**src/rtl/mem_arb_pkg.sv**
```systemverilog
// Shared types and constants for the IF/MEM unified-memory arbiter.
// Imported by the arbiter top and its bench.
package mem_arb_pkg;

  typedef enum logic [1:0] {
    IDLE   = 2'd0,
    ACCESS = 2'd1,
    DONE   = 2'd2
  } state_t;

  localparam logic OWNER_IF = 1'b0;
  localparam logic OWNER_D  = 1'b1;

  localparam int CNT_W = 4;

endpackage

```
**src/rtl/mem_port_arbiter_mux.sv**
```systemverilog
// Generic 2:1 multiplexer used to steer the shared memory address path.
// sel = 0 picks a, sel = 1 picks b.
module mux #(
  parameter int DATA_WIDTH = 32
) (
  input  logic                  sel,
  input  logic [DATA_WIDTH-1:0] a,
  input  logic [DATA_WIDTH-1:0] b,
  output logic [DATA_WIDTH-1:0] y
);

  assign y = sel ? b : a;

endmodule

```
**src/rtl/mem_port_arbiter.sv**
```systemverilog
// Arbiter/sequencer for the single-ported memory shared by IF and MEM.
// Data has priority; a bounded streak counter lets a waiting fetch in.
module mem_port_arbiter
  import mem_arb_pkg::*;
#(
  parameter int ADDR_WIDTH      = 32,
  parameter int DATA_WIDTH      = 32,
  parameter int MEM_LATENCY     = 2,
  parameter int MAX_DATA_STREAK = 4
) (
  input  logic                  clk,
  input  logic                  rst,
  input  logic                  if_req,
  input  logic [ADDR_WIDTH-1:0] if_addr,
  output logic                  if_ack,
  output logic [DATA_WIDTH-1:0] if_rdata,
  input  logic                  d_req,
  input  logic                  d_we,
  input  logic [ADDR_WIDTH-1:0] d_addr,
  input  logic [DATA_WIDTH-1:0] d_wdata,
  output logic                  d_ack,
  output logic [DATA_WIDTH-1:0] d_rdata,
  output logic                  mem_en,
  output logic                  mem_we,
  output logic                  mem_sel,
  output logic [ADDR_WIDTH-1:0] mem_addr,
  output logic [DATA_WIDTH-1:0] mem_wdata,
  input  logic [DATA_WIDTH-1:0] mem_rdata,
  output logic                  busy
);

  localparam logic [CNT_W-1:0] LAT_LOAD =
    CNT_W'(MEM_LATENCY - 1);
  localparam logic [CNT_W-1:0] STREAK_MAX =
    CNT_W'(MAX_DATA_STREAK);

  state_t state, nstate;

  logic [CNT_W-1:0]      cnt;
  logic [CNT_W-1:0]      streak;
  logic                  we_q;
  logic [ADDR_WIDTH-1:0] ia_q;
  logic [ADDR_WIDTH-1:0] da_q;
  logic                  grant;
  logic                  grant_d;
  logic                  last;

  assign busy = (state != IDLE);
  assign last = (state == ACCESS) && (cnt == '0);

  always_comb begin
    nstate  = state;
    grant   = 1'b0;
    grant_d = 1'b0;
    unique case (state)
      IDLE: begin
        if (if_req || d_req) begin
          grant   = 1'b1;
          grant_d = d_req &&
                    !(if_req && streak == STREAK_MAX);
          nstate  = ACCESS;
        end
      end
      ACCESS: begin
        if (cnt == '0) nstate = DONE;
      end
      DONE: nstate = IDLE;
      default: nstate = IDLE;
    endcase
  end

  always_ff @(posedge clk or posedge rst) begin
    if (rst) state <= IDLE;
    else     state <= nstate;
  end

  always_ff @(posedge clk or posedge rst) begin
    if (rst) begin
      if_ack    <= 1'b0;
      d_ack     <= 1'b0;
      mem_en    <= 1'b0;
      mem_we    <= 1'b0;
      mem_sel   <= OWNER_IF;
      mem_wdata <= '0;
      if_rdata  <= '0;
      d_rdata   <= '0;
      ia_q      <= '0;
      da_q      <= '0;
      we_q      <= 1'b0;
      cnt       <= '0;
      streak    <= '0;
    end else begin
      if_ack <= last && (mem_sel == OWNER_IF);
      d_ack  <= last && (mem_sel == OWNER_D);
      mem_en <= (nstate == ACCESS);
      mem_we <= (nstate == ACCESS) &&
                (grant ? (grant_d && d_we) : we_q);
      if (grant) begin
        mem_sel   <= grant_d ? OWNER_D : OWNER_IF;
        ia_q      <= if_addr;
        da_q      <= d_addr;
        we_q      <= grant_d && d_we;
        mem_wdata <= d_wdata;
        cnt       <= LAT_LOAD;
        // only data wins that keep a fetch waiting extend the streak
        if (grant_d && if_req) begin
          if (streak != STREAK_MAX)
            streak <= streak + 1'b1;
        end else begin
          streak <= '0;
        end
      end else if (state == ACCESS && cnt != '0) begin
        cnt <= cnt - 1'b1;
      end
      if (last && !we_q) begin
        if (mem_sel == OWNER_D) d_rdata  <= mem_rdata;
        else                    if_rdata <= mem_rdata;
      end
    end
  end

  mux #(
    .DATA_WIDTH(ADDR_WIDTH)
  ) u_addr_mux (
    .sel(mem_sel),
    .a  (ia_q),
    .b  (da_q),
    .y  (mem_addr)
  );

endmodule

```
**config.mk**
```make
export PLATFORM = sky130hd
export DESIGN_NAME = mem_port_arbiter
export DESIGN_NICKNAME = d
export VERILOG_FILES = /design/src/rtl/mem_arb_pkg.sv /design/src/rtl/mem_port_arbiter_mux.sv /design/src/rtl/mem_port_arbiter.sv
export SDC_FILE = /design/constraint.sdc
export NUM_CORES = 1
export LEC_CHECK = 0
export ABC_CLOCK_PERIOD_IN_PS = 14100
export BUFFER_PORTS_ARGS = -buffer_cell sky130_fd_sc_hd__buf_2
export CORE_UTILIZATION = 53
export DETAILED_ROUTE_END_ITERATION = 10
export GPL_ROUTABILITY_DRIVEN = 0
export HOLD_SLACK_MARGIN = 0.1
export PLACE_DENSITY_LB_ADDON = 0.05
export SLEW_MARGIN = 20
export SYNTH_ARGS = -nofsm -noshare
export SYNTH_HDL_FRONTEND = slang
export SYNTH_SLANG_ARGS = --single-unit
```
**constraint.sdc**
```tcl
create_clock -name clk -period 14.1 [get_ports clk]
set_input_delay 2.82 -clock clk [delete_from_list [all_inputs] [get_ports clk]]
set_output_delay 2.82 -clock clk [all_outputs]
set_load 0.02 [all_outputs]
```
==> impl_metrics.py <==
metrics = {
    "sta": {
        "fmax_mhz": 218,
        "min_period_ns": 4.59,
        "rsz0062_at_grt": "no",
        "tns_ns": 0,
        "worstMarginPinSlew_ns": 0.981,
        "finalMaxSlewViolations": 0,
        "hold_violations": 0,
        "setup_viol": 0,
        "finalCritPeriodShare_pct": 32.6,
        "clock_skew_ns": 0.00487,
        "slew_headroom_pct": 34.6,
    },
    "synth": {
        "synth-seq-cells": 176,
        "netlist.area_leader.share_pct": 61.9,
        "synthMuxAreaShare_pct": 31.1,
        "yosys.area_share.simple_pct": 2.62,
        "yosysTopAreaCell": "dfrtp_1",
        "netlist_top_cells_area": "dfrtp_1 62%, mux2_2 25%, mux2_1 6.2%",
        "synthAdderAreaFrac_pct": 0.528,
        "ys_seq_area_share_pct": 61.9,
        "syn_nets": 582,
        "ys_warn_count": 0,
        "synth_xor_area_share_pct": 0,
        "yosysUniqueCellTypes": 35,
        "synth.avg_cell_area_um2": 15.9,
        "syn_inst": 446,
        "syn_area_um2": 7110,
        "synth_top_family_by_area": "multiplexers",
        "synth_compound_area_share_pct": 1.51,
    },
    "routing": {
        "wl_per_cell_um": 16.0,
        "antenna_left": 0,
        "drtIter0Drc": 171,
        "drt-total-wl_um": 14400,
        "routed_via_density": 5.16,
        "drc": 0,
        "dr.pass1.iters": 4,
        "num_vias": 4640,
    },
    "power_and_ir_drop": {
        "power_frac_comb_pct": 45.0,
        "swShare_pct": 37.0,
        "p_int_uw": 1550,
        "ir_worst_vdd_uv": 130,
        "clkPwrFrac_pct": 18.9,
        "pwr_density_cell_nw_per_um2": 269,
        "p_switching_uw": 911,
        "p_leak_uw": 0.00438,
        "pwr-share-seq_pct": 36.1,
    },
    "floorplanning": {
        "die_w_um": 118,
        "core_um2": 12900,
        "die_h_um": 118,
        "initial_core_util_pct": 55.2,
        "core.rowCount": 41,
        "dieArea_um2": 13900,
        "ioPinCount": 267,
    },
    "critical_path": {
        "arrival_ns": 1.77,
        "crit_path_start_kind": "flop",
        "cp.required_ns": 11.28,
        "rr_worst_depth": 5,
        "critical_path_class": "reg2out",
        "cp_max_fo": 38,
        "endpoint_kind": "primary output",
    },
    "final_layout": {
        "layout-drive-gt1-share_pct": 64.0,
        "diodes": 0,
        "area_growth_pct": 28.8,
        "fin_nets": 851,
        "fin_cells": 900,
        "layout_commonest_cell": "buf_2",
        "layout_common_cells": "266 x buf_2, 176 x dfrtp_1, 155 x mux2_2, 39 x mux2_1, 17 x clkbuf_16",
        "fillers": 934,
    },
    "placement": {
        "dpl.hpwl_um": 10400,
        "placed_cells": 868,
        "io_buffers": 266,
    },
    "grt": {
        "grt_antenna_before_repair": 0,
        "top_usage_layer": "met2",
        "grt_pass1_wl_um": 24000,
        "use_met3_pct": 7.17,
        "track_usage_pct": 22.2,
        "use_met2_pct": 37.4,
        "use_met1_pct": 26.2,
        "grt_max_degree": 115,
        "grt_pass1_vias": 4911,
        "gr-total-overflow": 0,
    },
    "cts": {
        "clkTransAtPathRegs_ns": 0.06,
        "cts_resized": 0,
        "clock-sinks": 176,
        "root_buffer": "clkbuf_16",
        "postCtsSetupRepairBufs": 0,
        "cts_buffers": 17,
        "clock_latency_ns": 0.41,
        "cts_hold_buf": 0,
        "clockBufferDepth": 2,
        "cts_tree": "built",
        "htreeDepth": 4,
    },
    "worst_hold_path": {
        "worstHoldPathCells": 1,
        "hold_class": "reg2reg",
    },
    "outcome": {
        "status": "finished clean",
    },
    "run": {
        "maxCapViolations": 0,
    },
}
-- logic make-up after synthesis --
kind of cell / after synthesis
simple gates: 27
mux: 197
flops: 176
compound gates: 15
fa+ha+maj: 3
buf+inv: 28
-- cells in the mapped netlist, drive strengths merged --
library cell and instances:
a2111oi 1, o2bb2ai 1, nor3 5, o211ai 1, a211o 1, mux2 194
and3b 1, nand4b 2, nand3b 1, buf 20, inv 8, nand3 2
dfrtp 176, a22o 2, nor2 6, nor4 2, nor4b 1, a211oi 1
nand2 3, and3 1, or2 2, ha 3, mux2i 3, o21ai 7
a2bb2oi 1, and4b 1
-- critical path, stage by stage, from the launching register on --
cell and delay, ns:
dfrtp_1 0.32, buf_4 0.45, mux2_2 0.41, buf_2 0.16
-- layer usage --
layer	part of all wire (%)	routed length (µm)	up-vias
li1	-	-	2144
met1	41	5930	2289
met2	50	7160	183
met3	7.1	1020	24
met4	2.0	287	0
met5	0	0	-
-- flip-flops by register name, indices dropped and copies added, names as in the netlist, 2 cells and up --
| signal | count |
|---|---|
| mem_wdata | 32 |
| state | 2 |
| da_q | 32 |
| ia_q | 32 |
| if_rdata | 32 |
| d_rdata | 32 |
| streak | 4 |
| cnt | 4 |
-- power groups by stage --
stage	registers (µW)	clock network [µW]	logic [µW]
2_1_floorplan	1060	0	621
3_3_place_gp	882	0	1090
3_5_place_dp	900	0	1120
4_1_cts	891	477	1120
5_1_grt	924	501	1190
6_report	890	466	1110
-- area by class of cell --
class / count / area [µm²] / area share, %
multi-input cells: 242 / 2550 / 27.8
clock buffers: 21 / 460 / 5.03
clock inverters: 11 / 138 / 1.50
inverters: 8 / 35.0 / 0.382
repair buffers: 270 / 1360 / 14.9
well taps: 172 / 215 / 2.35
flip-flops and latches: 176 / 4400 / 48.1
-- final timing paths --
path	startpoint	endpoint	slack, ns
setup reg to reg	cnt[0]	if_rdata[23]	11.76
min in group asynchronous	rst	mem_wdata[15]	2.62
max in group asynchronous	rst	cnt[1]	10.11
hold reg to reg	d_rdata[20]	d_rdata[20]	0.48
setup / recovery	mem_sel	mem_addr[28]	9.51
hold / removal	d_rdata[20]	d_rdata[20]	0.48
-- through the flow --
| step | hold WS [ns] | power [µW] | area (µm²) | setup WS [ns] | util, % |
|---|---|---|---|---|---|
| 4_1_cts | 0.487 | 2490 | 9160 | 9.48 | 71.1 |
| 3_5_place_dp | 0.474 | 2020 | 8560 | 9.57 | 66.5 |
| 3_3_place_gp | 0.464 | 1980 | 8560 | 9.62 | 66.5 |
| 2_1_floorplan | 0.452 | 1680 | 7110 | 6.51 | - |
| 5_1_grt | 0.508 | 2610 | 9160 | 9.43 | 71.1 |
| 6_report | 0.484 | 2460 | 9160 | 9.51 | 71.1 |
Power figures use the tool's default switching activity.
